File: src/rtl/vec_dot_acc.sv
// Dot product of two VEC_LEN-element vectors streamed one pair per cycle; VEC_DOT_ACC_SIGNED_EN selects two's-complement operands.
// Latency: result/out_valid one cycle after the last element is accepted.
// Backpressure: in_ready low while a result is pending (HOLD); no bypass on the out_ready cycle.
module vec_dot_acc #(
    parameter  int VEC_LEN = 32,
    parameter  int DATA_W  = 8,
    localparam int ACC_W   = 2*DATA_W+6
) (
    input  logic              clk,
    input  logic              rst,
    input  logic              clear,
    input  logic              in_valid,
    input  logic [DATA_W-1:0] a_in,
    input  logic [DATA_W-1:0] b_in,
    output logic              in_ready,
    output logic [5:0]        elem_idx,
    output logic              out_valid,
    input  logic              out_ready,
    output logic [ACC_W-1:0]  result
);

    typedef enum logic {
        ACC  = 1'b0,
        HOLD = 1'b1
    } state_t;

    state_t                  state;
    state_t                  state_nxt;
    logic   [ACC_W-1:0]      acc;
    logic   [ACC_W-1:0]      prod_ext;
    logic   [ACC_W-1:0]      acc_sum;
    logic   [2*DATA_W-1:0]   prod;
    logic                    accept;
    logic                    last;

`ifdef VEC_DOT_ACC_SIGNED_EN
    // Operands widened by sign extension so the truncated product is the exact signed result.
    assign prod     = $signed({{DATA_W{a_in[DATA_W-1]}}, a_in}) *
                      $signed({{DATA_W{b_in[DATA_W-1]}}, b_in});
    assign prod_ext = {{(ACC_W-2*DATA_W){prod[2*DATA_W-1]}}, prod};
`else
    assign prod     = {{DATA_W{1'b0}}, a_in} * {{DATA_W{1'b0}}, b_in};
    assign prod_ext = {{(ACC_W-2*DATA_W){1'b0}}, prod};
`endif

    assign acc_sum   = acc + prod_ext;
    assign last      = (elem_idx == 6'(VEC_LEN-1));
    assign in_ready  = (state == ACC);
    assign out_valid = (state == HOLD);

    always_comb begin
        state_nxt = state;
        accept    = 1'b0;
        case (state)
            ACC: begin
                if (in_valid && !clear) begin
                    accept = 1'b1;
                    if (last) begin
                        state_nxt = HOLD;
                    end
                end
            end
            HOLD: begin
                if (out_ready) begin
                    state_nxt = ACC;
                end
            end
            default: state_nxt = ACC;
        endcase
        if (clear) begin
            state_nxt = ACC;
        end
    end

    always_ff @(posedge clk) begin
        if (rst) begin
            state    <= ACC;
            acc      <= '0;
            elem_idx <= '0;
            result   <= '0;
        end else begin
            state <= state_nxt;
            if (clear) begin
                acc      <= '0;
                elem_idx <= '0;
            end else if (accept) begin
                if (last) begin
                    result   <= acc_sum;
                    acc      <= '0;
                    elem_idx <= '0;
                end else begin
                    acc      <= acc_sum;
                    elem_idx <= elem_idx + 6'd1;
                end
            end
        end
    end

endmodule

File: config.mk
export PLATFORM = sky130hd
export DESIGN_NAME = vec_dot_acc
export DESIGN_NICKNAME = d
export VERILOG_FILES = /design/src/rtl/vec_dot_acc.sv
export SDC_FILE = /design/constraint.sdc
export NUM_CORES = 1
export LEC_CHECK = 0
export BUFFER_PORTS_ARGS = -buffer_cell sky130_fd_sc_hd__buf_4
export CORE_UTILIZATION = 50
export DETAILED_ROUTE_END_ITERATION = 8
export GPL_ROUTABILITY_DRIVEN = 0
export HOLD_SLACK_MARGIN = 0.12
export PLACE_DENSITY_LB_ADDON = 0.15
export SLEW_MARGIN = 40
export SYNTH_ARGS = -nofsm -noshare
export SYNTH_HDL_FRONTEND = slang
export SYNTH_SLANG_ARGS = --single-unit
File: constraint.sdc
create_clock -name clk -period 5.62 [get_ports clk]
set_input_delay 1.124 -clock clk [delete_from_list [all_inputs] [get_ports clk]]
set_output_delay 1.124 -clock clk [all_outputs]
set_load 0.1 [all_outputs]
==> impl_metrics.tcl, run 1 <==
set metrics [dict create \
    worstHoldPathType "flop to flop" \
    ir_drop_uv 150 \
    slew_headroom_pct 47.5 \
    power_density_nw_per_um2 300 \
    antenna_cells 0 \
    endpoint_kind "flop" \
    switching_power_w 0.000738 \
    critPathCapture "result[19]" \
    seqCellArea_um2 1020 \
    switching_share_pct 45.3 \
    antenna_found_initial 0 \
    ys_seq_elements 51 \
    required_ps 5840 \
    p_int_w 0.000890 \
    fmax_mhz 190 \
    critical_path.startpoint "b_in[7]" \
    seq_power_share_pct 23.6 \
    p_clk_share_pct 13.9 \
    vias 3927 \
    vias_per_cell 5.30 \
    synth_cells 572 \
    yosysSeqAreaShare_pct 20.9 \
    synth.distinct_cells 61 \
    async_reset_ff_share_pct 0 \
    finalCritPeriodShare_pct 93.6 \
    setup_violations 0 \
    status "complete, no violations" \
    crit_type "input port to flop" \
    routedWlPerCell_um 14.6 \
    p_leak_nw 2.56 \
    rsz0062_at_grt "false" \
    post-dp-hpwl_mm 8.70 \
    overflow 0 \
    root_buffer "clkbuf_8" \
    h-tree-depth 2 \
    maxCapViolCount 0 \
    grt_usage_pct 22.8 \
    core_um2 9330 \
    fin_skew_ps 9.01 \
    ys_dominant_reg_cell "dfxtp_1" \
    drc 0 \
    grt_start_max_net_pins 32 \
    routed_wl_mm 10.8 \
    post-route-min-period_ps 5260 \
    synth_edf_count 0 \
    initial_core_util_pct 52.3 \
    hp-start "acc[1]" \
    rows 35 \
    cts_buffer_depth 2 \
    ctsResizeCount 0 \
    p_comb_share_pct 62.5 \
    clock_sinks 51 \
    rr_worst_depth 13 \
    cts_made_buffers 5 \
    antenna_left 0 \
    io_pins 51 \
    syn_area_um2 4880 \
    cp-start-kind "input port" \
    nFillCells 875 \
    ff2ff_setup_slack_ps 1210 \
    cts_hold_repair.buffers 0 \
    clk_pin_slew_ps 100 \
    syn_avg_cell_area_um2 8.54 \
    die_h_um 101 \
    worst_ep_arrival_time_ps 5480 \
    finalMaxSlewViolations 0 \
    area_growth_pct 11.3 \
    numPortBuffers 50 \
    finalNetCount 724 \
    grt_first_pass_wirelength_mm 18.3 \
    dieArea_um2 10200 \
    finalPower_w 0.00163 \
    synth_nets 685 \
    clkLatencyLatePin_ps 300 \
    cp_max_fo 8 \
    drt-initial-drc-count 181 \
    final_common_cell "inv_1" \
    regToRegStartpoint "acc[7]" \
    die_w_um 101 \
    cts_tree "yes" \
    cts_setup_buffers 0 \
    reg2reg_to "result[19]" \
    layout_common_cells "92 x inv_1, 82 x nand2_1, 51 x dfxtp_1, 51 x buf_4, 50 x fa_1" \
    tightest_slew_ps 785 \
    finalSetupTns_ps 0 \
    layout-drive-gt1-share_pct 12.7 \
    grt_pass1_vias 3905 \
    first_pass_iters 4 \
    multiInputGateArea_um2 3420 \
    yosysWarnings 0 \
    hold_violations 0 \
]
-- cells by family after synthesis --
family          synth area share (%)
fa+ha+maj                       31.3
mux                            0.205
xor+xnor                        2.87
compound gates                  14.6
simple gates                    21.1
buf+inv                         9.05
flops                           20.9
-- sequential cells by signal (all words and copies together), names as in the netlist --
name       cells
elem_idx       6
acc           22
out_valid      1
result        22
-- cells in the mapped netlist (3+ instances only) --
cell type | n | area [um2]
nand4_1 | 4 | 25.0
inv_1 | 92 | 345
and3_1 | 4 | 25.0
o31ai_1 | 5 | 37.5
a211oi_1 | 5 | 37.5
or2_2 | 3 | 18.8
nand2_1 | 83 | 312
o21ai_0 | 10 | 50.1
nand3b_1 | 6 | 45.0
nor2_1 | 23 | 86.3
a22oi_1 | 4 | 30.0
nand3_1 | 13 | 65.1
buf_2 | 4 | 20.0
xnor2_1 | 8 | 70.1
a31oi_1 | 3 | 18.8
a21o_1 | 7 | 52.6
nor3_1 | 9 | 45.0
a21oi_1 | 33 | 165
fa_1 | 50 | 1000
ha_1 | 42 | 526
and2_1 | 41 | 257
clkbuf_1 | 11 | 41.3
a221o_1 | 4 | 40.0
xor2_1 | 8 | 70.1
dfxtp_1 | 51 | 1020
-- worst max-delay path, cell delays in order --
cell and delay, ps:
buf_4 140, and2_1 170, fa_1 520, fa_1 520, fa_1 550, inv_1 60, fa_1 530, inv_1 40
ha_1 340, and2_1 220, a31oi_1 330, nand2_1 170, a221o_1 410, xnor2_1 150, a211oi_1 220
-- worst min-delay path by stage --
stage,endpoint,slack (ps),depth (start not counted)
2_1_floorplan,acc[13],430,2
3_3_place_gp,acc[3],440,2
3_5_place_dp,result[2],450,2
4_1_cts,result[2],470,2
5_1_grt,result[9],480,2
6_report,acc[1],460,2
-- metal layers --
metal | vias to the layer above | share of wire (%) | track usage (%)
met5 | - | 0 | 0
met2 | 74 | 49 | 40.6
met4 | 0 | 0.55 | 4.35
met1 | 1897 | 47 | 30.4
met3 | 6 | 3.4 | 1.94
li1 | 1950 | - | -
-- layout make-up --
type                    instances  area share (%)
multi-input cells             410            63.0
inverters                      92            6.36
repair buffers                 51            7.05
clock buffers                   6            1.52
flip-flops and latches         51            18.8
well taps                     129            2.97
clock inverters                 2           0.299
-- per-stage QoR --
step	hold slack [ps]	cell area (um2)	utilization, %	setup WS, ps	instances
after global placement	441	5330	57.1	134	733
after global routing	485	5430	58.2	138	741
after floorplan	425	4880	-	306	572
after CTS	467	5430	58.2	376	741
after detailed placement	452	5330	57.2	59.2	733
final	462	5430	58.2	358	741
-- power by group through the flow --
stage,clock (W),sequential [W],combinational [W]
after floorplan,0,0.000392,0.000791
after global placement,0,0.000393,0.000994
after detailed placement,0,0.000393,0.00101
final,0.000227,0.000384,0.00102
after CTS,0.000235,0.000385,0.00102
after global routing,0.000251,0.000387,0.00115
(Power assumes the default switching activity.)
==> run 2, diff against run 1 <==
Settings changed: RECOVER_POWER set to 25.
==> impl_metrics.tcl, run 2 (synthesis results as in run 1) <==
set metrics [dict create \
    status "complete, no violations" \
    antenna_left 0 \
    die_w_um 101 \
    cp_top_family "adder cells" \
    placedCellCount 733 \
    ctsResizeCount 0 \
    cts_setup_buffers 0 \
    finalNetCount 724 \
    vias_per_cell 5.34 \
    core_um2 9330 \
    cp-start-kind "input port" \
    fin_skew_ps 9.71 \
    io_pins 51 \
    die_h_um 101 \
    clock_sinks 51 \
    layout_common_cells "92 x inv_1, 82 x nand2_1, 51 x dfxtp_1" \
    ir_drop_uv 150 \
    cts_made_buffers 5 \
    dieArea_um2 10200 \
    rows 35 \
    p_leak_nw 2.47 \
    root_buffer "clkbuf_8" \
    setup_ws_ps 380 \
    max_stage_delay_ps 550 \
    routedWlPerCell_um 14.5 \
    overflow 0 \
    grt_pass1_vias 3905 \
    finalCritPeriodShare_pct 93.2 \
    required_ps 5840 \
    post-dp-hpwl_mm 8.70 \
    crit_type "input port to flop" \
    crit_buf_inv 3 \
    tightest_slew_ps 1180 \
    numPortBuffers 50 \
    setup_violations 0 \
    reg.largest.list "acc: 22 flops, result: 22 flops, elem_idx: 6 flops" \
    fmax_mhz 191 \
    maxCapViolCount 0 \
    regToRegStartpoint "acc[6]" \
    initial_core_util_pct 52.3 \
    grt_usage_pct 22.8 \
    cts_hold_repair.buffers 0 \
    fin_cells 741 \
    endpoint_kind "flop" \
    pre_cts_slack_ps 59.2 \
    hold_violations 0 \
    rsz0062_at_grt "false" \
    finalSetupTns_ps 0 \
    path_depth 15 \
    path_common_cell "fa_1" \
    grt_start_max_net_pins 32 \
    clk_pin_slew_ps 100 \
    layout-drive-gt1-share_pct 9.48 \
    finalMaxSlewViolations 0 \
    vias 3956 \
    critPathCapture "result[19]" \
    antenna_cells 0 \
    antenna_found_initial 0 \
    area_growth_pct 9.71 \
    first_pass_iters 5 \
    rr_worst_depth 15 \
    grt_first_pass_wirelength_mm 18.3 \
    reg2reg_to "result[18]" \
    timing.hold.ws_ps 461 \
    drt-initial-drc-count 195 \
    cp_max_fo 8 \
    worst_ep_arrival_time_ps 5460 \
    worstPathCellList "buf_4 -> and2_1 -> fa_1 -> fa_1 -> fa_1 -> inv_1 -> fa_1 -> inv_1 -> ha_1 -> and2_1 -> a31oi_1 -> nand2_1 -> a221o_1 -> xnor2_1 -> a211oi_1" \
    clkLatencyLatePin_ps 300 \
    final_common_cell "inv_1" \
    cts_buffer_depth 2 \
    post-route-min-period_ps 5240 \
    drc 0 \
    power_density_nw_per_um2 303 \
    slew_headroom_pct 21.8 \
    ff2ff_setup_slack_ps 1220 \
    cts_tree "yes" \
    h-tree-depth 2 \
    critical_path.startpoint "b_in[7]" \
    crit_slowest_cell "fa_1" \
    worstHoldPathType "flop to flop" \
    routed_wl_mm 10.8 \
]
==> run 2: report_power, final <==
part           total [W]  internal (W)  switching [W]
clock network   0.000227      0.000101       0.000126
logic            0.00101      0.000414       0.000600
registers       0.000384      0.000375     0.00000933
total            0.00163      0.000890       0.000736
==> run 2: worst min path at each step <==
| stage | start | slack, ps | to | cells past startpoint |
|---|---|---|---|---|
| 3_3_place_gp | acc[3] | 440 | acc[3] | 2 |
| 2_1_floorplan | acc[13] | 430 | acc[13] | 2 |
| 4_1_cts | result[2] | 470 | result[2] | 2 |
| 3_5_place_dp | result[2] | 450 | result[2] | 2 |
| 5_1_grt | result[9] | 480 | result[9] | 2 |
| 6_report | result[2] | 460 | result[2] | 2 |
==> run 2: cell type report <==
type / instances / area (um2)
fill: 894 / 3970
multi-input combinational: 410 / 3420
sequential: 51 / 1020
inverter: 92 / 345
timing repair buffer: 51 / 308
tap: 129 / 161
clock buffer: 6 / 82.6
clock inverter: 2 / 16.3
==> run 2: routing by layer <==
metal	vias to the layer above	global-route usage, %	share of wire, %
li1	1946	-	-
met1	1920	30.4	47
met2	82	40.6	49
met3	8	1.94	3.1
met4	0	4.35	0.68
met5	-	0	0
==> run 2: through the flow <==
| step | utilization, % | area, um2 | total power (W) |
|---|---|---|---|
| after floorplan | - | 4880 | 0.00118 |
| after global placement | 57.1 | 5330 | 0.00139 |
| after detailed placement | 57.2 | 5330 | 0.00140 |
| after CTS | 58.2 | 5430 | 0.00164 |
| after global routing | 57.4 | 5360 | 0.00179 |
| final | 57.4 | 5360 | 0.00163 |
==> run 2: tightest hold or removal path: cells and delay by family (launching register included) <==
kind	cells	cell delay (ps)
flip-flops	1	320
AND/OR/NAND/NOR	1	50
AO/OA/AOI/OAI	1	50
==> run 3, diff against run 2 <==
Settings changed: ABC_AREA set to 1.
==> impl_metrics.tcl, run 3 <==
set metrics [dict create \
    min_path_cells 2 \
    syn_avg_cell_area_um2 7.03 \
    synth_top_area_share_pct 19.9 \
    cp_max_fo 8 \
    overflow 0 \
    area_growth_pct 8.37 \
    required_ps 5840 \
    antenna_found_initial 0 \
    ctsResizeCount 0 \
    status "complete, no violations" \
    synthMuxAreaShare_pct 0 \
    worstHoldPathType "flop to flop" \
    p_int_w 0.000924 \
    min_to "acc[2]" \
    ir_drop_uv 182 \
    initial_core_util_pct 52.0 \
    multiInputGateArea_um2 3280 \
    syn_area_um2 5130 \
    vias_per_cell 4.85 \
    rr_worst_depth 18 \
    switching_share_pct 49.4 \
    placedCellCount 885 \
    grt_pass1_vias 4180 \
    yosysSeqAreaShare_pct 19.9 \
    first_pass_iters 5 \
    cp-start-kind "input port" \
    grt_usage_pct 23.5 \
    nFillCells 989 \
    finalPower_w 0.00183 \
    endpoint_kind "flop" \
    synth-xor-area-share_pct 0.854 \
    postPlaceCellArea_um2 5530 \
    io_pins 51 \
    antenna_cells 0 \
    p_clk_share_pct 14.4 \
    reg2reg_to "acc[9]" \
    antenna_left 0 \
    cts_made_buffers 5 \
    p_leak_nw 3.12 \
    cts_tree "yes" \
    reg.largest.list "acc: 22 flops, result: 22 flops, elem_idx: 6 flops" \
    routed_wl_mm 11.7 \
    core_um2 9860 \
    rsz0062_at_grt "false" \
    synthSimpleGateAreaFrac_pct 25.8 \
    rows 36 \
    grt_first_pass_wirelength_mm 19.6 \
    fin_cells 892 \
    yosys-top-cells-area "dfxtp_1 20%, fa_1 20%, nand2_1 14%" \
    finalMaxSlewViolations 0 \
    fin_util_pct 56.4 \
    synth_nets 843 \
    finalNetCount 872 \
    tightest_slew_ps 1270 \
    ys_seq_elements 51 \
    ff2ff_setup_slack_ps 1530 \
    root_buffer "clkbuf_8" \
    layout_common_cells "197 x nand2_1, 173 x inv_1, 51 x dfxtp_1" \
    fin_area_um2 5560 \
    dieArea_um2 10700 \
    cts_buffer_depth 2 \
    finalSetupTns_ps 0 \
    synth_compound_area_share_pct 7.66 \
    synth.distinct_cells 40 \
    yosys.area.top_type "dfxtp_1" \
    yosysWarnings 0 \
    finalCritPeriodShare_pct 84.2 \
    h-tree-depth 2 \
    p_comb_share_pct 64.7 \
    clk_pin_slew_ps 100 \
    async_reset_ff_share_pct 0 \
    maxCapViolCount 0 \
    drt-initial-drc-count 195 \
    layout-drive-gt1-share_pct 10.0 \
    worst_ep_arrival_time_ps 4950 \
    setup_violations 0 \
    vias 4322 \
    die_h_um 103 \
    synth_most_common_cell "nand2_1" \
    clkLatencyLatePin_ps 310 \
    synth_edf_count 0 \
    hp-start "acc[2]" \
    numPortBuffers 50 \
    seq_power_share_pct 20.9 \
    cts_setup_buffers 0 \
    slew_headroom_pct 15.2 \
    fin_skew_ps 9.04 \
    grt_start_max_net_pins 39 \
    power_density_nw_per_um2 328 \
    die_w_um 103 \
    regToRegStartpoint "acc[6]" \
    synth_top_family_by_area "adder cells" \
    synth_fa_ha_area_share_pct 29.8 \
    final_common_cell "nand2_1" \
    routedWlPerCell_um 13.1 \
    hold_violations 0 \
    switching_power_w 0.000902 \
    ys_dominant_reg_cell "dfxtp_1" \
    crit_type "input port to flop" \
    drc 0 \
    post-dp-hpwl_mm 9.39 \
    yosys-top-cells-count "197 x nand2_1, 172 x inv_1, 51 x dfxtp_1" \
    fmax_mhz 211 \
    synth_cells 730 \
    clock_sinks 51 \
    post-route-min-period_ps 4730 \
    seqCellArea_um2 1020 \
    cts_hold_repair.buffers 0 \
]
-- run 3: cell count changes after synthesis, sizes merged, moves of 6 or more --
| cell | before | now |
|---|---|---|
| o21ai | 10 | 16 |
| clkbuf | 12 | 20 |
| nand3 | 14 | 31 |
| inv | 92 | 178 |
| xor2 | 8 | 2 |
| and2 | 41 | 1 |
| and3 | 6 | 0 |
| nand2 | 85 | 208 |
| nor2 | 25 | 53 |
-- run 3: worst max-delay path, cell delays in order --
cell	delay [ps]
buf_4	150
nand2_1	60
inv_1	50
fa_1	500
fa_1	530
fa_1	540
inv_1	50
fa_1	550
inv_1	50
ha_1	360
a21oi_2	220
nor2_1	70
nor2_2	90
nand2_2	90
or2_1	230
nand2_1	90
nand2_1	70
o211ai_2	90
inv_2	40
-- run 3: final cells by class --
class | count | area share (%)
flip-flops and latches | 51 | 18.4
inverters | 180 | 12.2
well taps | 133 | 2.99
clock buffers | 5 | 1.24
clock inverters | 2 | 0.675
multi-input cells | 471 | 59.0
repair buffers | 50 | 5.54
-- run 3: per-stage QoR --
step | hold WS (ps) | setup slack (ps)
after floorplan | 445 | 711
after global placement | 459 | 558
after detailed placement | 463 | 561
after CTS | 478 | 870
after global routing | 494 | 629
final | 477 | 886
-- run 3: cell families after synthesis --
| group | Yosys count |
|---|---|
| buf+inv | 208 |
| fa+ha+maj | 92 |
| flops | 51 |
| simple gates | 308 |
| xor+xnor | 5 |
| compound gates | 66 |
-- run 3: power groups by stage --
| stage | Clock [W] | Sequential (W) | Combinational [W] |
|---|---|---|---|
| finish | 0.000264 | 0.000382 | 0.00118 |
| global placement | 0 | 0.000390 | 0.00116 |
| floorplan | 0 | 0.000390 | 0.000895 |
| global route | 0.000277 | 0.000383 | 0.00135 |
| detailed placement | 0 | 0.000390 | 0.00117 |
| CTS | 0.000266 | 0.000382 | 0.00118 |
-- run 3: how the worst max path moves through the flow --
stage	from	endpoint	slack [ps]	cells past startpoint
floorplan	b_in[4]	result[10]	710	19
global placement	a_in[1]	result[11]	560	19
detailed placement	a_in[1]	result[11]	560	19
CTS	a_in[4]	acc[19]	870	19
global route	a_in[1]	result[11]	630	19
finish	a_in[1]	result[11]	890	19
-- run 3: routing by layer --
layer	vias up	wire (um)	global-route usage [%]
met5	-	0	0
met4	0	92	4.12
met3	12	399	2.49
met2	93	5750	42.3
met1	2007	5410	30.8
li1	2210	-	-
